$ cat src/rtl/cpu_pkg.sv
// Shared encodings for the CPU controller: FSM states, ISA opcode/op fields,
// datapath select codes and the instruction classes the decoder reports.
package cpu_pkg;

  typedef enum logic [2:0] {
    S_WAIT      = 3'd0,
    S_DECODE    = 3'd1,
    S_WRITE_IMM = 3'd2,
    S_GET_A     = 3'd3,
    S_GET_B     = 3'd4,
    S_ALU       = 3'd5,
    S_WRITE_REG = 3'd6
  } state_e;

  localparam logic [2:0] OPC_MOV = 3'b110;
  localparam logic [2:0] OPC_ALU = 3'b101;

  localparam logic [1:0] OP_MOV_REG = 2'b00;
  localparam logic [1:0] OP_MOV_IMM = 2'b10;
  localparam logic [1:0] OP_ADD     = 2'b00;
  localparam logic [1:0] OP_CMP     = 2'b01;
  localparam logic [1:0] OP_AND     = 2'b10;
  localparam logic [1:0] OP_MVN     = 2'b11;

  localparam logic [1:0] VSEL_C     = 2'b00;
  localparam logic [1:0] VSEL_PC    = 2'b01;
  localparam logic [1:0] VSEL_IMM8  = 2'b10;
  localparam logic [1:0] VSEL_MDATA = 2'b11;

  // ALUop is taken straight from IR[12:11]; these name its meaning.
  localparam logic [1:0] ALU_ADD = 2'b00;
  localparam logic [1:0] ALU_SUB = 2'b01;
  localparam logic [1:0] ALU_AND = 2'b10;
  localparam logic [1:0] ALU_NOT = 2'b11;

  typedef enum logic [2:0] {
    CLS_ILLEGAL = 3'd0,
    CLS_MOV_IMM = 3'd1,
    CLS_MOV_REG = 3'd2,
    CLS_ARITH   = 3'd3,  // ADD and AND: read Rn and Rm, write Rd
    CLS_CMP     = 3'd4,
    CLS_MVN     = 3'd5
  } instr_class_e;

  function automatic instr_class_e classify(input logic [2:0] opcode,
                                            input logic [1:0] op);
    instr_class_e cls;
    cls = CLS_ILLEGAL;
    if (opcode == OPC_MOV) begin
      if (op == OP_MOV_IMM)      cls = CLS_MOV_IMM;
      else if (op == OP_MOV_REG) cls = CLS_MOV_REG;
    end else if (opcode == OPC_ALU) begin
      case (op)
        OP_ADD, OP_AND: cls = CLS_ARITH;
        OP_CMP:         cls = CLS_CMP;
        default:        cls = CLS_MVN;
      endcase
    end
    return cls;
  endfunction

endpackage

$ cat src/rtl/instr_decoder.sv
// Combinational instruction decoder: splits the IR into register/shift/op
// fields, sign-extends the immediates and classifies the instruction.
module instr_decoder
  import cpu_pkg::*;
(
  input  logic [15:0]  ir,
  output logic [2:0]   rn,
  output logic [2:0]   rd,
  output logic [2:0]   rm,
  output logic [1:0]   sh,
  output logic [1:0]   op,
  output logic [15:0]  sximm5,
  output logic [15:0]  sximm8,
  output instr_class_e iclass
);

  assign op     = ir[12:11];
  assign rn     = ir[10:8];
  assign rd     = ir[7:5];
  assign sh     = ir[4:3];
  assign rm     = ir[2:0];
  assign sximm8 = {{8{ir[7]}}, ir[7:0]};
  assign sximm5 = {{11{ir[4]}}, ir[4:0]};
  assign iclass = classify(ir[15:13], ir[12:11]);

endmodule

$ cat src/rtl/cpu_controller.sv
// Instruction register and multi-cycle control FSM driving the 16-bit
// datapath; handshakes with the top level through s (start) and w (idle).
module cpu_controller
  import cpu_pkg::*;
(
  input  logic        clk,
  input  logic        reset,
  input  logic [15:0] in,
  input  logic        load,
  input  logic        s,
  output logic        w,
  output logic [2:0]  readnum,
  output logic [2:0]  writenum,
  output logic        write,
  output logic [1:0]  vsel,
  output logic        loada,
  output logic        loadb,
  output logic        asel,
  output logic        bsel,
  output logic [1:0]  shift,
  output logic [1:0]  ALUop,
  output logic        loadc,
  output logic        loads,
  output logic [15:0] sximm5,
  output logic [15:0] sximm8
);

  logic [15:0]  ir;
  logic [2:0]   rn, rd, rm;
  instr_class_e iclass;
  state_e       state, state_next;

  assign w = (state == S_WAIT);

  // The IR only accepts a new word while idle, so it is stable for the
  // whole instruction; a load together with s is seen by DECODE.
  always_ff @(posedge clk or posedge reset) begin
    // NOTE: sequential state uses non-blocking assignments so every flop
    // samples pre-edge values regardless of block ordering.
    if (reset)          ir <= '0;
    else if (load && w) ir <= in;
  end

  instr_decoder u_decoder (
    .ir     (ir),
    .rn     (rn),
    .rd     (rd),
    .rm     (rm),
    .sh     (shift),
    .op     (ALUop),
    .sximm5 (sximm5),
    .sximm8 (sximm8),
    .iclass (iclass)
  );

  always_ff @(posedge clk or posedge reset) begin
    if (reset) state <= S_WAIT;
    else       state <= state_next;
  end

  always_comb begin
    // NOTE: every output gets a default before the case so no path leaves
    // a signal unassigned, which would infer a latch.
    state_next = state;
    readnum    = 3'd0;
    writenum   = 3'd0;
    write      = 1'b0;
    vsel       = VSEL_C;
    loada      = 1'b0;
    loadb      = 1'b0;
    loadc      = 1'b0;
    loads      = 1'b0;
    asel       = 1'b0;
    bsel       = 1'b0;

    unique case (state)
      S_WAIT: begin
        if (s) state_next = S_DECODE;
      end
      S_DECODE: begin
        unique case (iclass)
          CLS_MOV_IMM:          state_next = S_WRITE_IMM;
          CLS_MOV_REG, CLS_MVN: state_next = S_GET_B;
          CLS_ARITH, CLS_CMP:   state_next = S_GET_A;
          default:              state_next = S_WAIT;
        endcase
      end
      S_WRITE_IMM: begin
        writenum   = rn;
        vsel       = VSEL_IMM8;
        write      = 1'b1;
        state_next = S_WAIT;
      end
      S_GET_A: begin
        readnum    = rn;
        loada      = 1'b1;
        state_next = S_GET_B;
      end
      S_GET_B: begin
        readnum    = rm;
        loadb      = 1'b1;
        state_next = S_ALU;
      end
      S_ALU: begin
        // Single-operand instructions never loaded A, so force it to zero.
        asel = (iclass == CLS_MOV_REG) || (iclass == CLS_MVN);
        if (iclass == CLS_CMP) begin
          loads      = 1'b1;
          state_next = S_WAIT;
        end else begin
          loadc      = 1'b1;
          state_next = S_WRITE_REG;
        end
      end
      S_WRITE_REG: begin
        writenum   = rd;
        vsel       = VSEL_C;
        write      = 1'b1;
        state_next = S_WAIT;
      end
      default: state_next = S_WAIT;
    endcase
  end

endmodule

$ cat config.mk
export PLATFORM = sky130hd
export DESIGN_NAME = cpu_controller
export DESIGN_NICKNAME = d
export VERILOG_FILES = /design/src/rtl/cpu_pkg.sv /design/src/rtl/instr_decoder.sv /design/src/rtl/cpu_controller.sv
export SDC_FILE = /design/constraint.sdc
export NUM_CORES = 1
export LEC_CHECK = 0
export ABC_CLOCK_PERIOD_IN_PS = 2350
export BUFFER_PORTS_ARGS = -buffer_cell sky130_fd_sc_hd__clkbuf_2
export CORE_ASPECT_RATIO = 1.5
export CORE_MARGIN = 2
export CORE_UTILIZATION = 43
export CTS_BUF_LIST = sky130_fd_sc_hd__clkbuf_4
export DETAILED_ROUTE_END_ITERATION = 10
export GPL_TIMING_DRIVEN = 0
export PLACE_DENSITY_LB_ADDON = 0.12
export SYNTH_ARGS = -nofsm -noshare
export SYNTH_HDL_FRONTEND = slang
export SYNTH_HIERARCHICAL = 1
export SYNTH_SLANG_ARGS = --single-unit
$ cat constraint.sdc
create_clock -name clk -period 2.35 [get_ports clk]
set_input_delay 0.235 -clock clk [delete_from_list [all_inputs] [get_ports clk]]
set_output_delay 0.235 -clock clk [all_outputs]
set_load 0.01 [all_outputs]
# [Word level (Yosys, flattened, before mapping)]
# Cells that the tools add are included.
[word_totals] regBits=19 wordCells=46 mem_count=0 in_bits=20 output_inout_bits=52 mem_bits_rw=0 romBits=0 latchBits=0
[op_classes] mul=0 div=0 shifts=0 bitwise_logic=0 n_lt_le_gt_ge=0 n_reduce_logical=8 eq_ne=16 add_sub_neg=0 n_mux=20
[op_table] op="$eq 3x3->1 const B" count=7
[op_table] op="$pmux 3 s2" count=3
[op_table] op="$mux 3" count=5
[op_table] op="$pmux 3 s5" count=1
[op_table] op="$eq 3x2->1 const B" count=4
[op_table] op="$pmux 3 s3" count=1
[op_table] op="$mux 1" count=8
[op_table] op="$reduce_or 2->1" count=4
[op_table] op="$eq 3x1->1 const B" count=2
[op_table] op="$mux 2" count=2
[op_table] op="$logic_not 3->1" count=1
[op_table] op="$eq 2x1->1 const B" count=1
[op_table] op="$eq 2x2->1 const B" count=1
[op_table] op="$logic_not 2->1" count=1
[op_table] op="$ne 2x2->1 const B" count=1
[op_table] op="$logic_and 1x1->1" count=1
[op_table] op="$logic_or 1x1->1" count=1

# [Depth between registers and ports, before layout]
# Gate-level depths: netlist of the first run.
[depth] ltp_word=9 ltp_mapped=6 ltp_nobuf=5

# [By module]
# The synthesis of the first run kept the hierarchy.
[by_module_without_submodules] module="cpu_controller" seq_area_each_um2=475.5 area_per_inst_um2=1024.7 cells_per_inst=82 n_inst=1
[by_module_without_submodules] module="instr_decoder" seq_area_each_um2=0.0 area_per_inst_um2=404.1 cells_per_inst=55 n_inst=1

# [Worst setup path before layout of the first run]
# No wires, ideal clock.
[synth_timing] path_type="flip-flop to output port" from="register ir[13]" to="output asel" stages_incl_launch_ff=6 arrival_time_ps=1455 t_required_ps=2115 path_buffers=0 slack_ps=660 path_cell_list="dfrtp_1 or3b_1 a21oi_1 nor3b_1 nor2_1 nor2_1"
[synth_via] elab_chain_cells=6 word_cells_on_any_way=8 cone_classes="eq/ne (4); mux (3); reduce/logical (1)"
[synth_rtl] element="start: declaration" line="cpu_controller.sv:28" source="logic [15:0] ir;"
[synth_rtl] element="start signal: assignment" line="cpu_controller.sv:41" source="else if (load && w) ir <= in;"
[synth_rtl] element="$eq 3x3->1" line="cpu_pkg.sv:52" source="end else if (opcode == OPC_ALU) begin"
[synth_rtl] element="$mux 3" line="cpu_pkg.sv:52"
[synth_rtl] element="$mux 3 (*)" line="cpu_pkg.sv:49" source="if (opcode == OPC_MOV) begin"
[synth_rtl] element="named net iclass[1]" line="cpu_controller.sv:30" source="instr_class_e iclass;"
[synth_rtl] element="$eq 3x2->1 or $eq 3x3->1 (tied branches)" line="cpu_controller.sv:106" source="asel = (iclass == CLS_MOV_REG) || (iclass == CLS_MVN);"
[synth_rtl] element="$logic_or 1x1->1 (*)" line="cpu_controller.sv:106"
[synth_rtl] element="$mux 1 (*)" line="cpu_controller.sv:76" source="unique case (state)"
[synth_rtl] element="end: declaration" line="cpu_controller.sv:18" source="output logic asel,"
# The timed path passes the listed nets; every way through them passes the cells marked *.

# [Worst setup path in the final report of the first run]
# Same ends and word-level chain as after synthesis.

==> run summary, run 1 <==
In the global route stage, overall resource usage came out at 0.153. The floorplan die area came out at 3810 um2. The most common library cell in the layout ignoring fill and taps is sky130_fd_sc_hd__clkbuf_2. Setup violations remaining at the end of the flow were counted as 0. The clock buffer count from CTS is 3.

The relative area change from synthesis to final layout is 30.3%. The initial core utilization came out at 0.452. The post-CTS repair timing setup buffer count is 0. The filler cells instantiated in the layout total 301. The footprint of the multi-input gates is 539 um2. The number of slew-limit violations in the final report came out at 0. The number of diodes added for antenna fixing came out at 0. The average detailed-routed wire length per instance is 11.2 um. The largest net degree at the start of global routing came out at 20. The die height is 74.6 um. The post-route clock period utilization is 0.920. The ratio of routed vias to standard cells came out at 4.41.

The final-stage net count is 232. In this run the power density over the cells is 1450 nW/um2. The biggest fanout along the worst timing path came out at 5.

The flow ran to the end, and the final reports show no timing, DRC or antenna violations. The first TritonRoute pass finished after 4 iterations. The relative slew slack is 0.512. The congestion estimate from routability-driven global placement came to 0.671.

The final standard cell count with taps included and fillers excluded came out at 251. The achievable clock frequency is 462 MHz. Once detailed placement completed, the half-perimeter wirelength came to 2.25 mm. The average footprint of a synthesized cell came out at 10.4 um2. The setup TNS after final layout is 0 ns. The number of cells on the worst reg-to-reg path is 5. The final count of hold timing violations came to 0.

In the layout the commonest cells are 69 x sky130_fd_sc_hd__clkbuf_2, 48 x sky130_fd_sc_hd__buf_4, 19 x sky130_fd_sc_hd__dfrtp_1. The clock drives 19 sinks. The H-tree depth came out at 1. For the worst setup path, the data required time is 2.12 ns. The count of buffers inserted at the top-level ports came out at 69. The total grt overflow came out at 0. The via count of the first global-routing pass is 1063. The sequential area share after synthesis is 0.333. The min-delay analysis places its worst path in the category in -> async. The number of distinct library cells after synthesis came out at 34. The hold-fix buffer count after cts is 0. The post-synthesis instance total came out at 137. The number of standard-cell rows in the floorplan came out at 25. Post-CTS repair changed the size of 0 cells. The number of top-level pins is 72. The leakage power came out at 1.03 nW.

The detailed router finished its first iteration with 7 violations. The number of antenna violations at the first check in global routing came out at 0. Setup repair after global routing left no endpoint under its margin. The endpoint class of the critical path is an output port. The register bit count reported by yosys is 19. The actual transition at the worst max-transition pin is 0.731 ns.

The post-detailed-routing wire length came out at 2.80 mm. After clock tree synthesis, the clock-pin slew on the worst setup and hold paths is 0.11 ns. The total area of sequential cells is 475 um2. In the routed design, unresolved DRC markers number 0. The die extent in x came out at 51.1 um.

The maximum count of clock buffers along a single path is 2. The post-route antenna net violation count came out at 0. The post-route clock skew is 0.00270 ns. STA classifies the critical path startpoint as a flop. The yosys synthesis warning count is 6.

The worst path arrival time is 1.93 ns. Subtracting the final worst setup slack from the clock period gives 2.16 ns. The first-pass GRT wire length is 4.51 mm. The tool flagged a number of max-cap violations equal to 0.

The root buffer cell chosen for the clock tree is sky130_fd_sc_hd__clkbuf_4. The routed via count came out at 1107. The worst setup path is of the reg -> out kind. The standard cell core area is 3160 um2. The worst IR drop on VDD is 0.767 mV. The placed instance count is 247. TritonCTS built the clock tree.

The ratio of cells with drive above 1 in the final layout came out at 0.687. The area of the mapped netlist came out at 1430 um2. The later pin in the worst-skew pair is clocked with a latency of 0.29 ns.
## final timing paths
| check | slack [ns] | startpoint | to |
|---|---|---|---|
| setup / recovery | 0.19 | ir[13] | asel |
| hold / removal | 0.03 | reset | ir[3] |
| setup reg to reg | 0.66 | ir[13] | state[2] |
| hold reg to reg | 0.52 | ir[10] | ir[10] |
| max in group asynchronous | 1.86 | reset | ir[7] |
| min in group clk | 0.16 | in[15] | ir[15] |
## sequential cells by signal (all words and copies together), names as in the netlist
signal / flops
state: 3
ir: 16
## through the flow
step           setup WS, ns  total power, mW   util  instance area [um2]  hold slack [ns]
4_1_cts               0.107             2.74  0.588                 1860           0.0580
3_5_place_dp          0.477             2.54  0.579                 1830            0.390
3_3_place_gp          0.504             2.49  0.579                 1830            0.374
6_report              0.187             2.70  0.589                 1860           0.0327
5_1_grt              0.0629             2.90  0.589                 1860           0.0904
2_1_floorplan         0.660             2.02      -                 1430            0.186
## routing by layer
layer,up-vias,track usage,share of wire
met2,52,0.294,0.53
met4,0,0.0541,0.0050
met3,2,0.0161,0.077
met5,-,0,0
met1,494,0.171,0.39
li1,559,-,-
## kinds of logic after synthesis
group,count (synthesis),share of synthesized area
buffers and inverters,56,0.295
and+or+nand+nor,30,0.135
muxes,19,0.173
DFF,19,0.333
AOI/OAI and AO/OA,12,0.0613
other,1,0.00262
## synth_stat cells, drive strengths merged
cell | n | area, um2
a211o | 1 | 8.76
a21oi | 2 | 10.0
a22o | 3 | 26.3
a31oi | 1 | 6.26
and2 | 1 | 8.76
and2b | 1 | 8.76
and3 | 1 | 7.51
and3b | 1 | 8.76
buf | 51 | 403
clkbuf | 1 | 3.75
conb | 1 | 3.75
dfrtp | 19 | 475
inv | 4 | 15.0
mux2 | 16 | 218
mux2i | 3 | 30.0
nand2 | 2 | 7.51
nand2b | 3 | 18.8
nand3b | 2 | 15.0
nand4b | 1 | 8.76
nand4bb | 1 | 11.3
nor2 | 9 | 33.8
nor2b | 3 | 18.8
nor3 | 2 | 21.3
nor3b | 1 | 7.51
o21ai | 2 | 10.0
o221ai | 1 | 8.76
o311a | 1 | 10.0
o31ai | 1 | 7.51
or2b | 1 | 7.51
or3b | 1 | 8.76
## final cells by class
cell class              count  share of cell area
plain buffers              52               0.218
clock buffers               4              0.0161
inverters                   4             0.00806
multi-input cells          63               0.290
flip-flops and latches     19               0.255
well taps                  40              0.0269
repair buffers             69               0.185
## report_power, final
part / switching (mW) / total, mW / internal [mW]
registers: 0.196 / 0.685 / 0.489
logic: 0.714 / 1.84 / 1.12
clock network: 0.0988 / 0.176 / 0.0775
## worst max-delay path: stages, from the launching register on
cell                       delay [ns]
sky130_fd_sc_hd__dfrtp_1         0.45
sky130_fd_sc_hd__or3b_1          0.41
sky130_fd_sc_hd__a21oi_2         0.22
sky130_fd_sc_hd__nor3b_1         0.27
sky130_fd_sc_hd__nor2_1          0.07
sky130_fd_sc_hd__nor2_1          0.08
sky130_fd_sc_hd__clkbuf_2        0.13
(Power assumes the default switching activity.)
==> run 2: changes to the inputs <==
--- a/config.mk
+++ b/config.mk
@@ -9,7 +9,7 @@
 export BUFFER_PORTS_ARGS = -buffer_cell sky130_fd_sc_hd__clkbuf_2
 export CORE_ASPECT_RATIO = 1.5
 export CORE_MARGIN = 2
-export CORE_UTILIZATION = 43
+export CORE_UTILIZATION = 30
 export CTS_BUF_LIST = sky130_fd_sc_hd__clkbuf_4
 export DETAILED_ROUTE_END_ITERATION = 10
 export GPL_TIMING_DRIVEN = 0
==> run 2 against run 1 <==
  * Clock-buffer cell count stayed put
  * Total power is 0.75% lower
  * Core utilization is 17 points lower
  * Maximum frequency is 1.9% higher
  * Combinational power hardly changed
  * First-iteration DRC count grew to 3.7 times the previous value
  * Sequential power is 0.9% lower
==> run summary, run 2 (synthesis gave the netlist of run 1 again) <==
The via count of the first global-routing pass came out at 1059 (-0.38%). The total internal power was 1.69 mW (about the same). The tree is rooted in a sky130_fd_sc_hd__clkbuf_4.

The post-detailed-routing wire length is 2.78 mm (-0.78%). The net switching fraction of the power came out at 0.369 (-0.00479). Setup repair after global routing left no endpoint under its margin. The biggest fanout along the worst timing path is 5 (unchanged). The path class of the tightest hold or removal check is in -> async.

The total iterations of the first detailed-routing run is 4 (unchanged). The number of clock sinks was 19 (unchanged). The hold-fix buffer count after cts came out at 0 (unchanged). The maximum count of clock buffers along a single path is 2 (unchanged).

In the final layout, the registers with the most flip-flops are ir (16), state (3). The final standard cell count with taps included and fillers excluded came out at 275 (+9.6%). The actual transition at the worst max-transition pin is 0.728 ns (-0.00275 ns). The worst setup path startpoint is ir[13]. The first-pass GRT wire length is 4.37 mm (-2.9%).

The floorplan die area is 5340 um2 (+40%). The power density over cell area came out at 1420 nW/um2 (-2.3%). The ratio of cells with drive above 1 in the final layout is 0.687 (unchanged). The library cells used most frequently in the layout, excluding fill and tap cells, are 69 x sky130_fd_sc_hd__clkbuf_2, 48 x sky130_fd_sc_hd__buf_4, 19 x sky130_fd_sc_hd__dfrtp_1.

The number of flip-flops in the largest register is 16 (unchanged). The number of standard-cell rows in the floorplan came to 30 (+20%). The worst IR drop on VDD came out at 0.466 mV (-39%). The share of the core filled with cells in the final layout is 0.417 (-0.173). The startpoint class of the critical path is a flop. The leakage power is 1.03 nW (unchanged). The average detailed-routed wire length per instance was 10.1 um (-9.4%). The number of diodes added for antenna fixing is 0 (unchanged). The fraction of power consumed by the clock network was 0.064 (about the same). The initial core utilization is 0.315 (-0.138).

The ratio of routed vias to standard cells is 3.99 (-9.5%). The H-tree depth is 1 (unchanged). The global routing usage summed across all routing layers is 0.106 (-0.0474). The clock transition time at the flip-flop clock pins of the worst setup and hold paths is 0.10 ns (about the same). The clock buffer count from CTS came out at 3 (unchanged). The final routed DRC violation total came out at 0 (unchanged).

The total grt overflow came out at 0 (unchanged). The placed instance count is 271 (+9.7%). The routability congestion estimate was 0.703 (+4.7%). The flow ran to the end, and the final reports show no timing, DRC or antenna violations. The die height is 88.5 um (+19%).

The net switching power came out at 988 uW (-2.0%). The max-capacitance violation count came out at 0 (unchanged). The count of buffers inserted at the top-level ports was 69 (unchanged).

The fill cell instance count of the final layout is 457 (+52%). The die extent in x is 60.4 um (+18%). Leaving out fill and tap cells, the most frequent cell in the layout is sky130_fd_sc_hd__clkbuf_2.

The relative slew slack was 0.514 (+0.00184). The starting DRC count in detailed routing is 26 (+19). The combinational power share came out at 0.683 (+0.002).

The endpoint class of the critical path is an output port. The critical path in this run is classified as reg -> out. The final-stage net count was 232 (unchanged).

The final setup violation count came to 0 (unchanged). The largest net degree at the start of global routing was 20 (unchanged). The standard cell core area is 4540 um2 (+44%). The number of slew-limit violations in the final report was 0 (unchanged).

The area growth from synthesis to layout is 32.4%. The wire length on met3 is 246 um (+13%). In this run the critical register-to-register path is launched from ir[13]. The met2 routed wirelength is 1.37 mm (-7.6%). The number of antenna violations at the first check in global routing came out at 0 (unchanged). The post-route total power is 2.68 mW (-0.75%). The worst path arrival time came out at 1.89 ns (-0.04 ns). TritonCTS built the clock tree.

The part of the power in registers is 0.254 (about the same). The number of top-level pins is 72 (unchanged). The final count of hold timing violations is 0 (unchanged). The achievable clock frequency is 471 MHz (+1.9%). The post-route antenna net violation count is 0 (unchanged). More flip-flops sit in one register than any other, and that register is ir.

The worst path required time came out at 2.12 ns (about the same). The post-route clock skew is 0.00349 ns (+0.000788 ns). The detailed-routing wirelength on met1 is 1.13 mm (+4.1%).

The post-route clock period utilization is 0.903 (-0.0173). The highest layer touched by signal routing is met4. The clock latency on the worst-skew pair came to 0.29 ns (about the same). The post-detailed-placement half-perimeter wirelength came to 2.32 mm (+3.5%). The shortest clock period the worst path allows after layout came out at 2.12 ns (-0.0406 ns). The routed via count is 1098 (-0.81%). The setup TNS after final layout is 0 ns (unchanged). The count of cells along the worst register-to-register path came out at 5 (unchanged).
run 2: cell counts in the layout (fill, tap and decap cells not counted):
No cell type changed its count.
run 2: power groups by stage:
stage | Sequential (mW) | Combinational [mW] | Clock [mW]
finish | 0.679 | 1.83 | 0.171
global route | 0.713 | 2.00 | 0.203
CTS | 0.685 | 1.85 | 0.185
detailed placement | 0.691 | 1.85 | 0
global placement | 0.673 | 1.83 | 0
floorplan | 0.638 | 1.38 | 0
run 2: final cells by class:
cell class	count	area (um2)	share of cell area
buffer	52	407	0.215
clock buffer	4	30.0	0.0159
inverter	4	15.0	0.00794
multi-input combinational	63	539	0.285
sequential	19	475	0.251
tap	64	80.1	0.0423
timing repair buffer	69	345	0.183
run 2: repair_timing:
| action | CTS | global route |
|---|---|---|
| endpoints found under the hold margin | 0 | 0 |
| setup endpoints to repair | 0 | 2 |
| resized for setup | 0 | 1 |
| setup buffers | 0 | 0 |
run 2: stage by stage:
| step | hold slack, ns | setup WS (ns) | area [um2] |
|---|---|---|---|
| final | 0.0362 | 0.228 | 1890 |
| after global routing | 0.0944 | 0.00481 | 1890 |
| after CTS | 0.0524 | 0.118 | 1890 |
| after detailed placement | 0.386 | 0.467 | 1860 |
| after global placement | 0.391 | 0.496 | 1860 |
| after floorplan | 0.186 | 0.660 | 1430 |
run 2: path summary, 6_finish.rpt:
kind	slack, ns	end
worst max-delay path	0.23	asel
worst min-delay path	0.04	ir[3]
worst max register to register	0.65	state[2]
worst min register to register	0.52	ir[8]
max in group asynchronous	1.86	ir[8]
min in group clk	0.17	ir[14]
run 2: worst max-delay path, stage by stage (launching register included):
cell	delay (ns)
sky130_fd_sc_hd__dfrtp_1	0.43
sky130_fd_sc_hd__or3b_1	0.40
sky130_fd_sc_hd__a21oi_2	0.22
sky130_fd_sc_hd__nor3b_1	0.27
sky130_fd_sc_hd__nor2_1	0.07
sky130_fd_sc_hd__nor2_1	0.09
sky130_fd_sc_hd__clkbuf_2	0.13
run 2: metal layers:
layer | track usage | vias to the layer above
met5 | 0 | -
met4 | 0.0525 | 0
met3 | 0.0249 | 4
met2 | 0.186 | 53
met1 | 0.115 | 486
li1 | - | 555
==> run 3: changes to the inputs <==
--- a/config.mk
+++ b/config.mk
@@ -9,7 +9,7 @@
 export BUFFER_PORTS_ARGS = -buffer_cell sky130_fd_sc_hd__clkbuf_2
 export CORE_ASPECT_RATIO = 1.5
 export CORE_MARGIN = 2
-export CORE_UTILIZATION = 30
+export CORE_UTILIZATION = 51
 export CTS_BUF_LIST = sky130_fd_sc_hd__clkbuf_4
 export DETAILED_ROUTE_END_ITERATION = 10
 export GPL_TIMING_DRIVEN = 0
==> run 3 against run 2 <==
  * Via count fell by 0.55%
  * Routed wire length decreased by 3.7%
  * Flip-flop and latch count unchanged
  * Critical path depth is the same
  * Total power is essentially flat
  * Combinational power is essentially flat
  * Maximum frequency is 1.1% lower
  * Core utilization up 28 points
  * Worst hold slack worse by 0.023 ns
  * Global-route usage up 5.9 points
==> run summary, run 3 (synthesis gave the netlist of run 1 again) <==
The run finished with clean final reports. The clock transition time at the flip-flop clock pins of the worst setup and hold paths is 0.11 ns (about the same). The most critical setup path has its endpoint at asel. The leakage power is 1.03 nW (about the same).

The worst setup path is launched from a flop. Leaving out fill and tap cells, the most frequent cells in the layout are 69 x sky130_fd_sc_hd__clkbuf_2, 48 x sky130_fd_sc_hd__buf_4, 19 x sky130_fd_sc_hd__dfrtp_1. The hold-fix buffer count after cts came to 0 (unchanged). The post-placement setup slack is 0.454 ns (-0.0122 ns). The shortest clock period the worst path allows after layout came out at 2.15 ns (+0.0242 ns). The count of buffers inserted at the top-level ports is 69 (unchanged).

The clock buffer count from CTS is 3 (unchanged). The largest registers in the layout are ir (16), state (3). Setup repair after global routing left no endpoint under its margin.

The number of top-level pins came out at 72 (unchanged). The min-delay analysis places its worst path in the category in -> async. The routability congestion estimate came out at 0.645 (-8.2%).

The ratio of routed vias to standard cells was 4.40 (+10%). The count of cells along the worst register-to-register path came out at 5 (unchanged). The relative slew slack is 0.519 (+0.00517). The number of diodes added for antenna fixing came out at 0 (unchanged). The number of slew-limit violations in the final report is 0 (unchanged). Leaving out fill and tap cells, the most frequent cell in the layout is sky130_fd_sc_hd__clkbuf_2.

The number of antenna violations at the first check in global routing is 0 (unchanged). More flip-flops sit in one register than any other, and that register is ir. The ratio of cells with drive above 1 in the final layout was 0.687 (unchanged).

Tracing the worst setup path back leads to its startpoint at ir[13]. The post-detailed-placement half-perimeter wirelength came to 2.20 mm (-5.4%). The post-CTS resize count came out at 0 (unchanged). The number of clock sinks came out at 19 (unchanged). The power density over cell area is 1440 nW/um2 (+1.9%). The relative area change from synthesis to final layout came out at 29.9%. The worst path required time came out at 2.12 ns (about the same). The post-detailed-routing wire length is 2.68 mm (-3.7%).

The number of standard-cell rows in the floorplan is 23 (-23%). The die extent in x is 47.2 um (-22%). The post-CTS repair timing setup buffer count came out at 0 (unchanged).

The max-capacitance violation count came out at 0 (unchanged). The final-stage net count came to 232 (unchanged). The largest net degree at the start of global routing came out at 20 (unchanged). The post-route total power is 2.68 mW (about the same).

The worst path setup slack after routing came to 0.203 ns (-0.0242 ns). The die height was 68.8 um (-22%). The worst setup path is of the reg -> out kind.

The clock latency on the worst-skew pair is 0.30 ns (about the same). The total grt overflow is 0 (unchanged). The final count of hold timing violations is 0 (unchanged).

The worst path arrival time came to 1.91 ns (+0.02 ns). The total iterations of the first detailed-routing run was 4 (unchanged). The post-route clock skew is 0.00565 ns (+0.00216 ns).

The maximum count of clock buffers along a single path came out at 2 (unchanged). The reg-to-reg endpoint is state[2]. The global routing usage summed across all routing layers came out at 0.165 (+0.0595).

The biggest fanout along the worst timing path is 5 (unchanged). The floorplan die area came out at 3250 um2 (-39%). The first-pass GRT wire length was 3.88 mm (-11%). The worst setup path is captured at an output port.

The post-route clock period utilization was 0.913 (+0.0103). The H-tree depth is 1 (unchanged). TritonCTS built the clock tree.

The initial core utilization is 0.534 (+0.219). The setup TNS after final layout came out at 0 ns (unchanged). The average detailed-routed wire length per instance was 10.8 um (+6.7%). The starting DRC count in detailed routing came out at 3 (-88%). The final setup violation count came out at 0 (unchanged). The post-route antenna net violation count came out at 0 (unchanged). The startpoint identified for the worst register-to-register timing path is ir[13]. The standard cell core area came out at 2680 um2 (-41%). The achievable clock frequency is 466 MHz (-1.1%). The via count of the first global-routing pass came out at 911 (-14%). The register-to-register path setup slack is 0.66 ns (about the same). The final routed DRC violation total is 0 (unchanged).

The routed via count came out at 1092 (-0.55%). The worst IR drop on VDD came out at 0.776 mV (+66%). The actual transition at the worst max-transition pin is 0.721 ns (-0.00774 ns). The root buffer cell chosen for the clock tree is sky130_fd_sc_hd__clkbuf_4.

The number of flip-flops in the largest register is 16 (unchanged).
## run 3: cell count changes in the layout (fill, tap and decap cells not counted)
cell	change
sky130_fd_sc_hd__clkinv_2	+1
sky130_fd_sc_hd__clkbuf_4	-1
## run 3: worst min path at each step
stage          start  endpoint  slack, ns  cells after the start
2_1_floorplan  reset     ir[0]       0.19                      1
5_1_grt        reset     ir[2]       0.06                      2
3_3_place_gp   reset     ir[1]       0.37                      2
4_1_cts        reset     ir[1]       0.03                      2
6_report       reset     ir[1]       0.01                      2
3_5_place_dp   reset     ir[1]       0.37                      2
## run 3: where the power goes
group / switching [mW] / internal (mW) / leakage [nW]
Combinational: 0.708 / 1.12 / 0.787
Sequential: 0.190 / 0.489 / 0.226
Clock: 0.103 / 0.0634 / 0.0177
## run 3: metrics by stage
step / hold slack (ns) / utilization / cells / cell area, um2
floorplan: 0.186 / - / 138 / 1430
global placement: 0.367 / 0.682 / 244 / 1820
detailed placement: 0.373 / 0.682 / 244 / 1820
CTS: 0.0306 / 0.692 / 248 / 1850
global route: 0.0564 / 0.693 / 248 / 1860
finish: 0.0136 / 0.693 / 248 / 1860
## run 3: metal layers
metal | share of wire | track usage
met3 | 0.044 | 0.0260
met5 | 0 | 0
met1 | 0.38 | 0.186
met2 | 0.57 | 0.296
met4 | 0.0067 | 0.0660
## run 3: worst max-delay path, stage by stage (launching register included)
cell                       delay [ns]
sky130_fd_sc_hd__dfrtp_1         0.44
sky130_fd_sc_hd__or3b_1          0.41
sky130_fd_sc_hd__a21oi_2         0.22
sky130_fd_sc_hd__nor3b_1         0.26
sky130_fd_sc_hd__nor2_1          0.07
sky130_fd_sc_hd__nor2_1          0.09
sky130_fd_sc_hd__clkbuf_2        0.13
## run 3: layout make-up
| cell class | instances | area [um2] |
|---|---|---|
| flip-flops and latches | 19 | 475 |
| plain buffers | 52 | 407 |
| inverters | 4 | 15.0 |
| clock buffers | 3 | 22.5 |
| clock inverters | 1 | 5.00 |
| repair buffers | 69 | 345 |
| well taps | 37 | 46.3 |
| multi-input cells | 63 | 539 |
| fillers | 241 | 821 |
